<file path="src/rtl/axi4_write_arbiter.sv">
// Round-robin arbiter sharing one single-beat AXI4 write path (AW/W/B) between
// NUM_REQ requesters; one transaction outstanding at a time.
module axi4_write_arbiter #(
   parameter int NUM_REQ    = 4,
   parameter int ADDR_WIDTH = 32,
   parameter int DATA_WIDTH = 32
) (
   input  logic                             clk,
   input  logic                             reset,
   input  logic [NUM_REQ-1:0]               req_valid,
   input  logic [NUM_REQ*ADDR_WIDTH-1:0]    req_addr,
   input  logic [NUM_REQ*DATA_WIDTH-1:0]    req_wdata,
   input  logic [NUM_REQ*DATA_WIDTH/8-1:0]  req_wstrb,
   output logic [NUM_REQ-1:0]               req_ready,
   output logic [NUM_REQ-1:0]               req_done,
   output logic [1:0]                       req_bresp,
   output logic [ADDR_WIDTH-1:0]            awaddr,
   output logic                             awvalid,
   input  logic                             awready,
   output logic [DATA_WIDTH-1:0]            wdata,
   output logic [DATA_WIDTH/8-1:0]          wstrb,
   output logic                             wvalid,
   input  logic                             wready,
   input  logic [1:0]                       bresp,
   input  logic                             bvalid,
   output logic                             bready
);

   localparam int STRB_W = DATA_WIDTH / 8;
   localparam int GW     = (NUM_REQ > 1) ? $clog2(NUM_REQ) : 1;

   typedef enum logic [1:0] {IDLE, ADDR, RESP} state_t;

   state_t                 state_q, state_d;
   logic [GW-1:0]          last_q, last_d;
   logic [GW-1:0]          gnt_q, gnt_d;
   logic                   awvalid_q, awvalid_d;
   logic                   wvalid_q, wvalid_d;
   logic [ADDR_WIDTH-1:0]  awaddr_q, awaddr_d;
   logic [DATA_WIDTH-1:0]  wdata_q, wdata_d;
   logic [STRB_W-1:0]      wstrb_q, wstrb_d;
   logic [NUM_REQ-1:0]     ready_q, ready_d;
   logic [NUM_REQ-1:0]     done_q, done_d;
   logic [1:0]             bresp_q, bresp_d;

   logic [GW-1:0]          rr_idx;
   logic [GW-1:0]          pick;
   logic                   pick_vld;

   // Rotating search: first requester above the last completed grant, wrapping.
   always_comb begin
      rr_idx   = '0;
      pick     = '0;
      pick_vld = 1'b0;
      for (int k = 1; k <= NUM_REQ; k++) begin
         rr_idx = GW'((int'(last_q) + k) % NUM_REQ);
         if (!pick_vld && req_valid[rr_idx]) begin
            pick_vld = 1'b1;
            pick     = rr_idx;
         end
      end
   end

   always_comb begin
      state_d   = state_q;
      last_d    = last_q;
      gnt_d     = gnt_q;
      awvalid_d = awvalid_q;
      wvalid_d  = wvalid_q;
      awaddr_d  = awaddr_q;
      wdata_d   = wdata_q;
      wstrb_d   = wstrb_q;
      ready_d   = '0;
      done_d    = '0;
      bresp_d   = bresp_q;
      case (state_q)
         IDLE: begin
            if (pick_vld) begin
               gnt_d     = pick;
               awaddr_d  = req_addr[int'(pick)*ADDR_WIDTH +: ADDR_WIDTH];
               wdata_d   = req_wdata[int'(pick)*DATA_WIDTH +: DATA_WIDTH];
               wstrb_d   = req_wstrb[int'(pick)*STRB_W +: STRB_W];
               awvalid_d = 1'b1;
               wvalid_d  = 1'b1;
               ready_d   = NUM_REQ'(1) << pick;
               state_d   = ADDR;
            end
         end
         ADDR: begin
            // AW and W retire independently; move on once neither is still pending.
            awvalid_d = awvalid_q & ~awready;
            wvalid_d  = wvalid_q & ~wready;
            if (!awvalid_d && !wvalid_d) begin
               state_d = RESP;
            end
         end
         RESP: begin
            if (bvalid) begin
               done_d  = NUM_REQ'(1) << gnt_q;
               bresp_d = bresp;
               last_d  = gnt_q;
               state_d = IDLE;
            end
         end
         default: state_d = IDLE;
      endcase
   end

   always_ff @(posedge clk or posedge reset) begin
      if (reset) begin
         state_q   <= IDLE;
         last_q    <= GW'(NUM_REQ - 1);
         gnt_q     <= '0;
         awvalid_q <= 1'b0;
         wvalid_q  <= 1'b0;
         awaddr_q  <= '0;
         wdata_q   <= '0;
         wstrb_q   <= '0;
         ready_q   <= '0;
         done_q    <= '0;
         bresp_q   <= '0;
      end else begin
         state_q   <= state_d;
         last_q    <= last_d;
         gnt_q     <= gnt_d;
         awvalid_q <= awvalid_d;
         wvalid_q  <= wvalid_d;
         awaddr_q  <= awaddr_d;
         wdata_q   <= wdata_d;
         wstrb_q   <= wstrb_d;
         ready_q   <= ready_d;
         done_q    <= done_d;
         bresp_q   <= bresp_d;
      end
   end

   assign awvalid   = awvalid_q;
   assign wvalid    = wvalid_q;
   assign awaddr    = awaddr_q;
   assign wdata     = wdata_q;
   assign wstrb     = wstrb_q;
   assign req_ready = ready_q;
   assign req_done  = done_q;
   assign req_bresp = bresp_q;
   assign bready    = (state_q == RESP);

endmodule

</file>
<file path="config.mk">
export PLATFORM = sky130hd
export DESIGN_NAME = axi4_write_arbiter
export DESIGN_NICKNAME = d
export VERILOG_FILES = /design/src/rtl/axi4_write_arbiter.sv
export SDC_FILE = /design/constraint.sdc
export NUM_CORES = 1
export LEC_CHECK = 0
export BUFFER_PORTS_ARGS = -buffer_cell sky130_fd_sc_hd__buf_2
export CAP_MARGIN = 20
export CORE_AREA = 2 2 140 142
export DETAILED_ROUTE_END_ITERATION = 12
export DIE_AREA = 0 0 142 144
export GPL_ROUTABILITY_DRIVEN = 0
export PLACE_DENSITY = 0.56
export SLEW_MARGIN = 5
export SYNTH_ARGS = -nofsm -noshare
export SYNTH_HDL_FRONTEND = slang
export SYNTH_SLANG_ARGS = --single-unit
</file>
<file path="constraint.sdc">
create_clock -name clk -period 5.45 [get_ports clk]
set_input_delay 1.09 -clock clk [delete_from_list [all_inputs] [get_ports clk]]
set_output_delay 1.09 -clock clk [all_outputs]
set_load 0.005 [all_outputs]
</file>
==> metrics <==
CTS Hold Bufs=0; Final TNS setup=0 ps; Leak=between 3 and 4 nW; syn nets=835; share of the synthesized area in the top cell type=between 40% and 50%; Final nets=1164; Max-Slew Margin vs Limit=34.7%; wire length per cell=18.3 um; P&R area growth vs syn=42.6%; FF+latch count, synth=86; part of the power in the clock network=16.5%; ys flop type=dfrtp_1; largest net degree at the start of global routing=85; synthesized area=around 5200 um2; Reg power frac=30.4%; Reg2Reg Depth=6; Gate power share=53.1%; CP top delay family=compound AO/OA/AOI/OAI gates; Setup Skew=8.78 ps; Clock Path Buffers=2; worst slew pin tran=980 ps; critical-path cell list=buf_2, nand2b_1, a21boi_1, o221ai_4, buf_4, mux2i_1, o22ai_1; first-pass GRT wire length=30200 um; Clock Latency Late Sink=about 340 ps; net switching power=around 1.6 mW; syn_area_per_cell=9.47 um2; EDFF count, synth=0; Worst EP arrival=3310 ps; most common cell after layout, fill and taps aside=buf_2; via/cell ratio=5.23; pwr dens=517 nW/um2; Setup violations, final=0; commonest non-fill, non-tap cells in the layout=buf_2 (363), dfrtp_1 (84), nor2_1 (75); CTS buffer count=9; Boundary Pins=roughly 360; Die ar.=20400 um2; fin. max-slew vios=0; DP Wirelength=15000 um; vias in the first global route=5539; sequential share of the synthesized area=41.2%; Worst IR Drop VDD=0.000251 V; total gr overflow=0; Crit. path cell count=7; Die W=142 um; final WL=20600 um; starting DRC count in detailed routing=287; Mapped Cells=552; clk slew on worst S/H paths=70 ps; MaxCap Viol Count=0; DRC viols=0; Sink Count=86; Yosys top cell by area=dfrtp_1; Final min period=a little over 3000 ps; Max Fclk=between 0.3 and 0.4 GHz; Yosys cell types=40; CTS tree=done; ANT nets after route=0; Site Rows=51; drt first pass iters=5; CTS H-tree depth=3; ANT cells=0; status=complete, no violations; CP bufs+invs=2; Post-CTS Setup Bufs=0; endpoint type of the worst setup path=register; Hold Path Stages=1; Max stage delay on crit path=780 ps; switching power share of the total=42.8%; Final Util=39.1%; Post-CTS Resized=0; gr usage total=a little under a fifth; layout cells sized above 1=45.8%; Syn. warnings=0; total number of vias=5882; Die Y=roughly 140 um; WS Path Type=in -> reg; Worst Path Required=5660 ps; Int Pwr=2.20 mW; asr flop ratio synth=100%; fin crit share=a little under three fifths; root buffer cell=clkbuf_16; Critical Path Source Type=primary input; unrepaired setup endpoints after global routing=false; initial antenna violation count=0; Slowest-stage cell, CP=o221ai_4; Hold Violations, Final=0; buffers added on ports=363; Synth area leaders=dfrtp_1 (40%), mux2i_1 (13%), a221oi_1 (11%); HP Class=reg -> reg; Crit Path Max Fanout=19; Starting Density=between 20% and 30%; Core ar.=19100 um2
logic make-up after synthesis:
logic type | count (synthesis) | synth area share, %
DFF | 86 | 41.2
buffers and inverters | 64 | 7.01
muxes | 70 | 13.5
AOI/OAI and AO/OA | 228 | 30.1
and+or+nand+nor | 104 | 8.21
power groups by stage:
stage          combinational (mW)  clock, mW  sequential, mW
2_1_floorplan                1.36          0            1.16
3_3_place_gp                 2.04          0            1.17
3_5_place_dp                 2.07          0            1.18
4_1_cts                      2.07      0.660            1.17
5_1_grt                      2.27      0.685            1.21
6_report                     2.04      0.635            1.17
area by class of cell:
type                            instances  area [um2]
Tap cell                              238         298
Clock inverter                          5        58.8
Clock buffer                           11         243
Inverter                                8        31.3
Sequential cell                        86        2150
Timing Repair Buffer                  374        1910
Multi-Input combinational cell        402        2760
Fill cell                            1907       11600
Yosys cell counts, types with 2 or more instances:
cell       n
clkbuf_1  19
o21ai_0   68
o21ai_1    4
dfrtp_1   84
inv_1      7
mux2_2     2
nor3_1     4
nor2b_1    5
nor2_1    75
nor2_2     2
nand2_1   11
nand2b_1   4
buf_6     10
mux2i_1   68
a21oi_1    4
a221oi_1  68
dfstp_2    2
buf_4      7
buf_2     20
o22ai_1   68
through the flow:
stage               cells  cell area, um2  hold WS [ps]  total power, mW  worst slack [ps]
floorplan             552            5230           447             2.52              2140
global placement     1108            7150           479             3.22              2090
detailed placement   1108            7150           484             3.25              1930
CTS                  1124            7450           494             3.90              2300
global route         1124            7450           528             4.17              2160
finish               1124            7450           491             3.85              2350
routing by layer:
metal	routed length [um]	vias to the layer above	share of wire (%)	track usage [%]
met5	0	-	0	0
met4	182	0	0.88	4.79
met3	1420	12	6.9	3.58
met2	10400	279	50	34.1
met1	8640	2794	42	23.6
li1	-	2797	-	-
flip-flops by register name, summed over array words and instances (netlist names):
name       cells
wstrb          4
awaddr        32
req_done       4
wdata         32
gnt_q          2
last_q         2
req_bresp      2
req_ready      4
awvalid        1
state_q        2
wvalid         1
worst paths after layout:
path                         startpoint           to  slack [ps]
setup reg to reg              last_q[1]   awaddr[21]        2720
setup / recovery           req_valid[2]   awaddr[21]        2350
hold / removal                 gnt_q[1]  req_done[1]         490
hold reg to reg                gnt_q[1]  req_done[1]         490
max in group asynchronous         reset   awaddr[25]        3480
min in group asynchronous         reset   awaddr[26]         860
No activity file was read; power rests on OpenSTA's default activity.
